$ cat config.mk
export PLATFORM = sky130hd
export DESIGN_NAME = mult_seq
export DESIGN_NICKNAME = d
export VERILOG_FILES = /design/src/rtl/mult_seq_pkg.sv /design/src/rtl/mult_seq_adder.sv /design/src/rtl/mult_seq.sv
export SDC_FILE = /design/constraint.sdc
export NUM_CORES = 1
export LEC_CHECK = 0
export CORE_ASPECT_RATIO = 1.5
export CORE_MARGIN = 4
export CORE_UTILIZATION = 30
export CTS_CLUSTER_DIAMETER = 40
export CTS_CLUSTER_SIZE = 28
export DETAILED_ROUTE_END_ITERATION = 8
export PLACE_DENSITY = 0.55
export SYNTH_ARGS = -nofsm -noshare
export SYNTH_HDL_FRONTEND = slang
export SYNTH_HIERARCHICAL = 1
export SYNTH_SLANG_ARGS = --single-unit
$ cat constraint.sdc
create_clock -name clk -period 7.2 [get_ports clk]
set_input_delay 1.44 -clock clk [delete_from_list [all_inputs] [get_ports clk]]
set_output_delay 1.44 -clock clk [all_outputs]
set_load 0.01 [all_outputs]
$ cat src/rtl/mult_seq_pkg.sv
// Shared types and constants for the sequential shift-add multiplier.
// Holds the controller state encoding and the iteration-counter width helper.
// No ports; imported by mult_seq and its adder.
package mult_seq_pkg;

  // Default operand width; the product is twice this wide.
  localparam int MULT_N = 16;

  // Counter must hold the values 0..n, so it needs clog2(n+1) bits.
  function automatic int cnt_width(input int n);
    return $clog2(n + 1);
  endfunction

  localparam int CNT_W = cnt_width(MULT_N);

  typedef enum logic [1:0] {
    IDLE = 2'd0,
    RUN  = 2'd1,
    FIX  = 2'd2,
    DONE = 2'd3
  } mult_state_t;

endpackage

$ cat src/rtl/mult_seq_adder.sv
// Purpose : n-bit ripple adder producing {cout, sum} = a + b + cin.
// Latency : combinational, zero cycles.
// Backpr. : none; pure function of its inputs.
// Ports   : a_i, b_i (n bits), cin_i (1) -> sum_o (n bits), cout_o (1).
module mult_seq_adder #(
  parameter int n = 16
) (
  input  logic [n-1:0] a_i,
  input  logic [n-1:0] b_i,
  input  logic         cin_i,
  output logic [n-1:0] sum_o,
  output logic         cout_o
);

  assign {cout_o, sum_o} = {1'b0, a_i} + {1'b0, b_i} + {{n{1'b0}}, cin_i};

endmodule

$ cat src/rtl/mult_seq.sv
// Purpose : multi-cycle shift-add N x N multiplier, unsigned or two's complement.
// Latency : done pulses N+1 edges after the edge that accepts start.
// Backpr. : start is only honoured in IDLE; requests while busy or done are dropped.
// Ports   : clk, rst (sync, active-high); start, is_signed, a, b in;
//           busy, done (1-cycle pulse), product (2N bits, held until next start) out.
module mult_seq
  import mult_seq_pkg::*;
#(
  parameter int N = MULT_N
) (
  input  logic           clk,
  input  logic           rst,
  input  logic           start,
  input  logic           is_signed,
  input  logic [N-1:0]   a,
  input  logic [N-1:0]   b,
  output logic           busy,
  output logic           done,
  output logic [2*N-1:0] product
);

  localparam int CW = cnt_width(N);

  mult_state_t state_q, state_d;

  logic [N-1:0]   ma_q, ma_d;       // multiplicand magnitude
  logic [N-1:0]   hi_q, hi_d;       // partial-product high half
  logic [N-1:0]   lo_q, lo_d;       // multiplier bits, replaced by product low bits
  logic [CW-1:0]  cnt_q, cnt_d;
  logic           neg_q, neg_d;     // result sign, applied at FIX
  logic [2*N-1:0] product_q, product_d;

  logic [N-1:0]   a_mag, b_mag;
  logic [N-1:0]   addend;
  logic [N-1:0]   add_sum;
  logic           add_cout;

  // Magnitude of the most negative value wraps to itself, which read as
  // unsigned is exactly the right magnitude (e.g. 0x8000 -> 32768).
  assign a_mag = (is_signed && a[N-1]) ? -a : a;
  assign b_mag = (is_signed && b[N-1]) ? -b : b;

  assign addend = lo_q[0] ? ma_q : '0;

  mult_seq_adder #(.n(N)) u_adder (
    .a_i    (hi_q),
    .b_i    (addend),
    .cin_i  (1'b0),
    .sum_o  (add_sum),
    .cout_o (add_cout)
  );

  // State register
  always_ff @(posedge clk) begin
    if (rst) begin
      state_q <= IDLE;
    end else begin
      state_q <= state_d;
    end
  end

  // Next-state logic
  always_comb begin
    state_d = state_q;
    case (state_q)
      IDLE:    if (start) state_d = RUN;
      RUN:     if (cnt_q == CW'(N - 1)) state_d = FIX;
      FIX:     state_d = DONE;
      DONE:    state_d = IDLE;
      default: state_d = IDLE;
    endcase
  end

  // Outputs decode directly from the state register, so they are glitch-free.
  always_comb begin
    busy = (state_q == RUN) || (state_q == FIX);
    done = (state_q == DONE);
  end

  // Datapath next-state
  always_comb begin
    ma_d      = ma_q;
    hi_d      = hi_q;
    lo_d      = lo_q;
    cnt_d     = cnt_q;
    neg_d     = neg_q;
    product_d = product_q;
    case (state_q)
      IDLE: begin
        if (start) begin
          ma_d  = a_mag;
          hi_d  = '0;
          lo_d  = b_mag;
          cnt_d = '0;
          neg_d = is_signed & (a[N-1] ^ b[N-1]);
        end
      end
      RUN: begin
        // {cout, sum, lo} shifted right by one: carry enters hi's MSB and
        // sum's LSB drops into lo as the next settled product bit.
        hi_d  = {add_cout, add_sum[N-1:1]};
        lo_d  = {add_sum[0], lo_q[N-1:1]};
        cnt_d = cnt_q + CW'(1);
      end
      FIX: begin
        product_d = neg_q ? -{hi_q, lo_q} : {hi_q, lo_q};
      end
      default: ;
    endcase
  end

  always_ff @(posedge clk) begin
    if (rst) begin
      ma_q      <= '0;
      hi_q      <= '0;
      lo_q      <= '0;
      cnt_q     <= '0;
      neg_q     <= 1'b0;
      product_q <= '0;
    end else begin
      ma_q      <= ma_d;
      hi_q      <= hi_d;
      lo_q      <= lo_d;
      cnt_q     <= cnt_d;
      neg_q     <= neg_d;
      product_q <= product_d;
    end
  end

  assign product = product_q;

endmodule

==> run summary <==
Outcome
• finished, final reports clean — result of the run

Clock tree
• 9 — number of buffers added by the clock tree synthesis step
• 0 — number of hold buffers added after cts
• clkbuf_16 — Clk Tree Root Cell
• 3 — deepest level of the CTS H-tree
• built — TritonCTS clock tree
• 88 — clock sink count
• 0 — Resized cells post-CTS
• 0 — post-CTS setup buffers
• 340 ps — clk_lat worst skew
• 2 — maximum count of clock buffers along a single path
• 70 ps — clock-pin slew reported for the worst setup and hold paths after clock tree synthesis

STA
• 3250 ps — crit path time final
• no — setup repair after global routing missed its margin
• 0 — hold violation count in the final report
• 0 — max-slew violation total from the final report
• 12.1 ps — final clock skew
• 308 MHz — maximum operating frequency
• 0 ps — Setup Total Neg Slack
• 45.2% — final clock period utilization by the worst path
• 0 — number of endpoints failing setup at the final stage
• 1010 ps — slew at the pin with the worst max-slew slack
• 32.7% — worst slew margin relative to its limit
• 447 ps — worst hold slack

Drt
• 5136 — via total after detailed routing
• 15.1 um — average detailed-routed wire length per instance
• 220 — DRC marker count from the first detailed-route iteration
• 6 — first drt pass iteration count
• 5.15 — per-cell via count in the routed design
• 15.1 mm — total routed wirelength
• 0 — post-detailed-route DRC marker count
• 0 — Antenna Violating Nets Remaining

Synthesis
• 0 — number of synthesized flops with an enable pin
• 0% — Synth async-reset ratio
• 8.04 um^2 — mean post-synth cell area
• 0.00565 mm^2 — area of the mapped netlist
• 31.2% — sequential-to-total area share from yosys stat
• 6 — Yosys warnings
• 31.2% — share of Yosys cell area claimed by the top area cell type
• 88 — number of synthesized register bits
• 70 — number of distinct library cells after synthesis
• dfxtp_1 — library cell with the largest summed area after synthesis
• 766 — syn_nets
• 703 — Post-Syn Instances
• dfxtp_1, nor2_1, ha_1 — ranking of synthesized cells by area
• dfxtp_1 — top_reg_cell synth

Die
• 61 — Site Rows
• 0.0185 mm^2 — Core Region
• 120 um — width of the die
• 176 um — Die Y-Extent
• 0.0211 mm^2 — area of the die
• 30.5% — starting utilization of the core area
• 70 — number of primary I/O pins

Power
• 40.9% — switching part of the total power
• 228 uV — maximum VDD drop
• 1330 uW — Int Power
• 33.0% — portion of total power attributed to sequential cells
• 922 uW — Net Sw Power
• 21.9% — clock network fraction of design power
• 45.1% — proportion of power drawn by combinational gates
• 330 mW/mm^2 — ratio of total power to cell area
• 0.00249 uW — static leakage

Setup path
• 3950 ps — setup slack, reg-to-reg
• lo_q[0]$_SDFFE_PP0P_ — launch instance of the worst register-to-register path
• hi_q[15]$_SDFFE_PP0P_ — reg-to-reg endpoint
• and2_1, fa_1, fa_1, a21oi_2, o21ai_2, a21oi_2, o221ai_2, a221o_1, a21o_1, a22oi_1, nor2_1 — critical path cell sequence
• flip-flop — capturing element type of the critical path
• 520 ps — slowest stage delay, CP
• 3440 ps — Arrival @ worst endpoint
• 7390 ps — Worst Path Required
• reg2reg — critical path start-end classification
• 21 — Max FO, Critical Path
• 11 — worst-case reg-to-reg path depth
• flip-flop — type of element launching the critical path
• dfxtp_1 — library cell contributing the largest single delay on the critical path

Finish
• 5.76% — share of cells above drive strength 1
• 998 — non-filler cells, final
• 21.0% — Area growth, synth to finish
• 36.8% — Util after Layout
• 804 — final-stage net count
• 0.00683 mm^2 — design area
• 0 — final antenna diode count

Worst hold path
• 2 — number of stages on the worst hold path
• ma_q[8]$_SDFFE_PP0P_ — Hold Path Origin
• reg2reg — Min-Delay Path Class
• ma_q[8]$_SDFFE_PP0P_ — Worst Hold Endpoint

Global route
• 0 — Congestion Overflow GR
• 25.3 mm — first-pass GRT wire length
• 0 — number of antenna violations at the first check in global routing
• 14.5% — GRT Resource Usage Total
• 92 — maximum number of pins on one net before global-route repair
• 5025 — number of global-route vias before repair

Place
• 0.00652 mm^2 — Post-DP Area
• 982 — instance count after placement with tap cells included
• 69 — Port Buf Inserts
• 11.3 mm — DPL Wire Length
• 0.786 — GPL Wtd Cong

Flow run
• 0 — Maximum Capacitance Violations

## critical path, delay by kind of cell (launching register included)
| kind | cells | cell delay [ps] |
|---|---|---|
| and+or+nand+nor | 2 | 340 |
| adders and majority gates | 2 | 870 |
| AOI/OAI and AO/OA | 7 | 1340 |
| DFF | 1 | 520 |
## registers in the layout (all words and copies together), names as in the netlist
| register | cells |
|---|---|
| lo_q | 16 |
| product | 32 |
| ma_q | 16 |
| cnt_q | 5 |
| state_q | 2 |
| neg_q | 1 |
| hi_q | 16 |
## cells in the mapped netlist, types with 3 or more instances
master and count:
a2111oi_0 3, a211o_1 4, a211oi_1 30, a21o_1 6, a21oi_1 34, a21oi_2 3
a22oi_1 19, a311oi_1 7, a31oi_1 15, a41oi_1 3, and2_1 21, and3_1 4
clkbuf_1 44, dfxtp_1 88, ha_1 25, inv_1 22, mux2i_1 8, nand2_1 42
nand2b_1 7, nand3_1 13, nand4_1 6, nor2_1 90, nor2b_1 11, nor3_1 11
nor3b_1 6, nor4_1 11, o211ai_1 3, o21a_1 5, o21ai_0 25, o21bai_1 4
o22ai_1 6, o31ai_1 9, or3_1 7, or4_1 11, xnor2_1 25, xor2_1 33
## metal layers
metal	vias to the layer above	wire, um	global-route usage [%]
met4	0	162	4.11
met5	-	0	0
li1	2642	-	-
met1	2419	6610	17.8
met2	68	7840	26.2
met3	7	458	2.05
## cell families (layout without fill, tap and decap cells)
kind of cell / after synthesis / count (layout) / share of synthesized area, %
compound gates: 200 / 200 / 24.9
mux: 9 / 9 / 1.62
other cells: 1 / 1 / 0.0664
buf+inv: 69 / 112 / 4.61
fa+ha+maj: 27 / 27 / 6.25
flops: 88 / 88 / 31.2
xor+xnor: 58 / 58 / 8.99
simple gates: 251 / 251 / 22.4
## final cells by class
type,count,area [um^2]
clock inverter,4,51.3
clock buffer,12,267
inverter,22,82.6
multi-input combinational,546,3630
timing repair buffer,74,723
fill,1933,11700
sequential,88,1760
tap,252,315
## how the worst max path moves through the flow
stage | startpoint | end | depth (start not counted)
after floorplan | b[10] | lo_q[14]$_SDFFE_PP0P_ | 5
after detailed placement | b[0] | lo_q[4]$_SDFFE_PP0P_ | 7
after CTS | lo_q[0]$_SDFFE_PP0P_ | hi_q[15]$_SDFFE_PP0P_ | 11
after global routing | lo_q[0]$_SDFFE_PP0P_ | hi_q[9]$_SDFFE_PP0P_ | 11
final | lo_q[0]$_SDFFE_PP0P_ | hi_q[15]$_SDFFE_PP0P_ | 11
after global placement | b[0] | lo_q[6]$_SDFFE_PP0P_ | 8
## stage by stage
stage	total power, uW	setup slack [ps]
after floorplan	1430	4360
after global placement	1780	3650
final	2250	3950
after CTS	2280	3900
after global routing	2430	3750
after detailed placement	1780	3630
## layout by cell type (no fill, tap or decap), types with 8 or more instances in the layout
cell             instances
nor3_1                  11
clkbuf_16                9
nand2_1                 42
nand3_1                 13
nor2_1                  90
a22oi_1                 19
a31oi_1                 15
xnor2_1                 25
or4_1                   11
inv_1                   22
o31ai_1                  9
and2_1                  21
clkdlybuf4s50_1         68
a21oi_1                 34
o21ai_0                 25
xor2_1                  33
a211oi_1                30
nor4_1                  11
dfxtp_1                 88
nor2b_1                 11
ha_1                    24
mux2i_1                  8
## power groups by stage
stage	clock network (uW)	registers, uW	logic (uW)
5_1_grt	519	763	1150
4_1_cts	504	747	1030
6_report	493	744	1010
2_1_floorplan	0	727	708
3_3_place_gp	0	753	1020
3_5_place_dp	0	757	1030
Power figures use the tool's default switching activity.
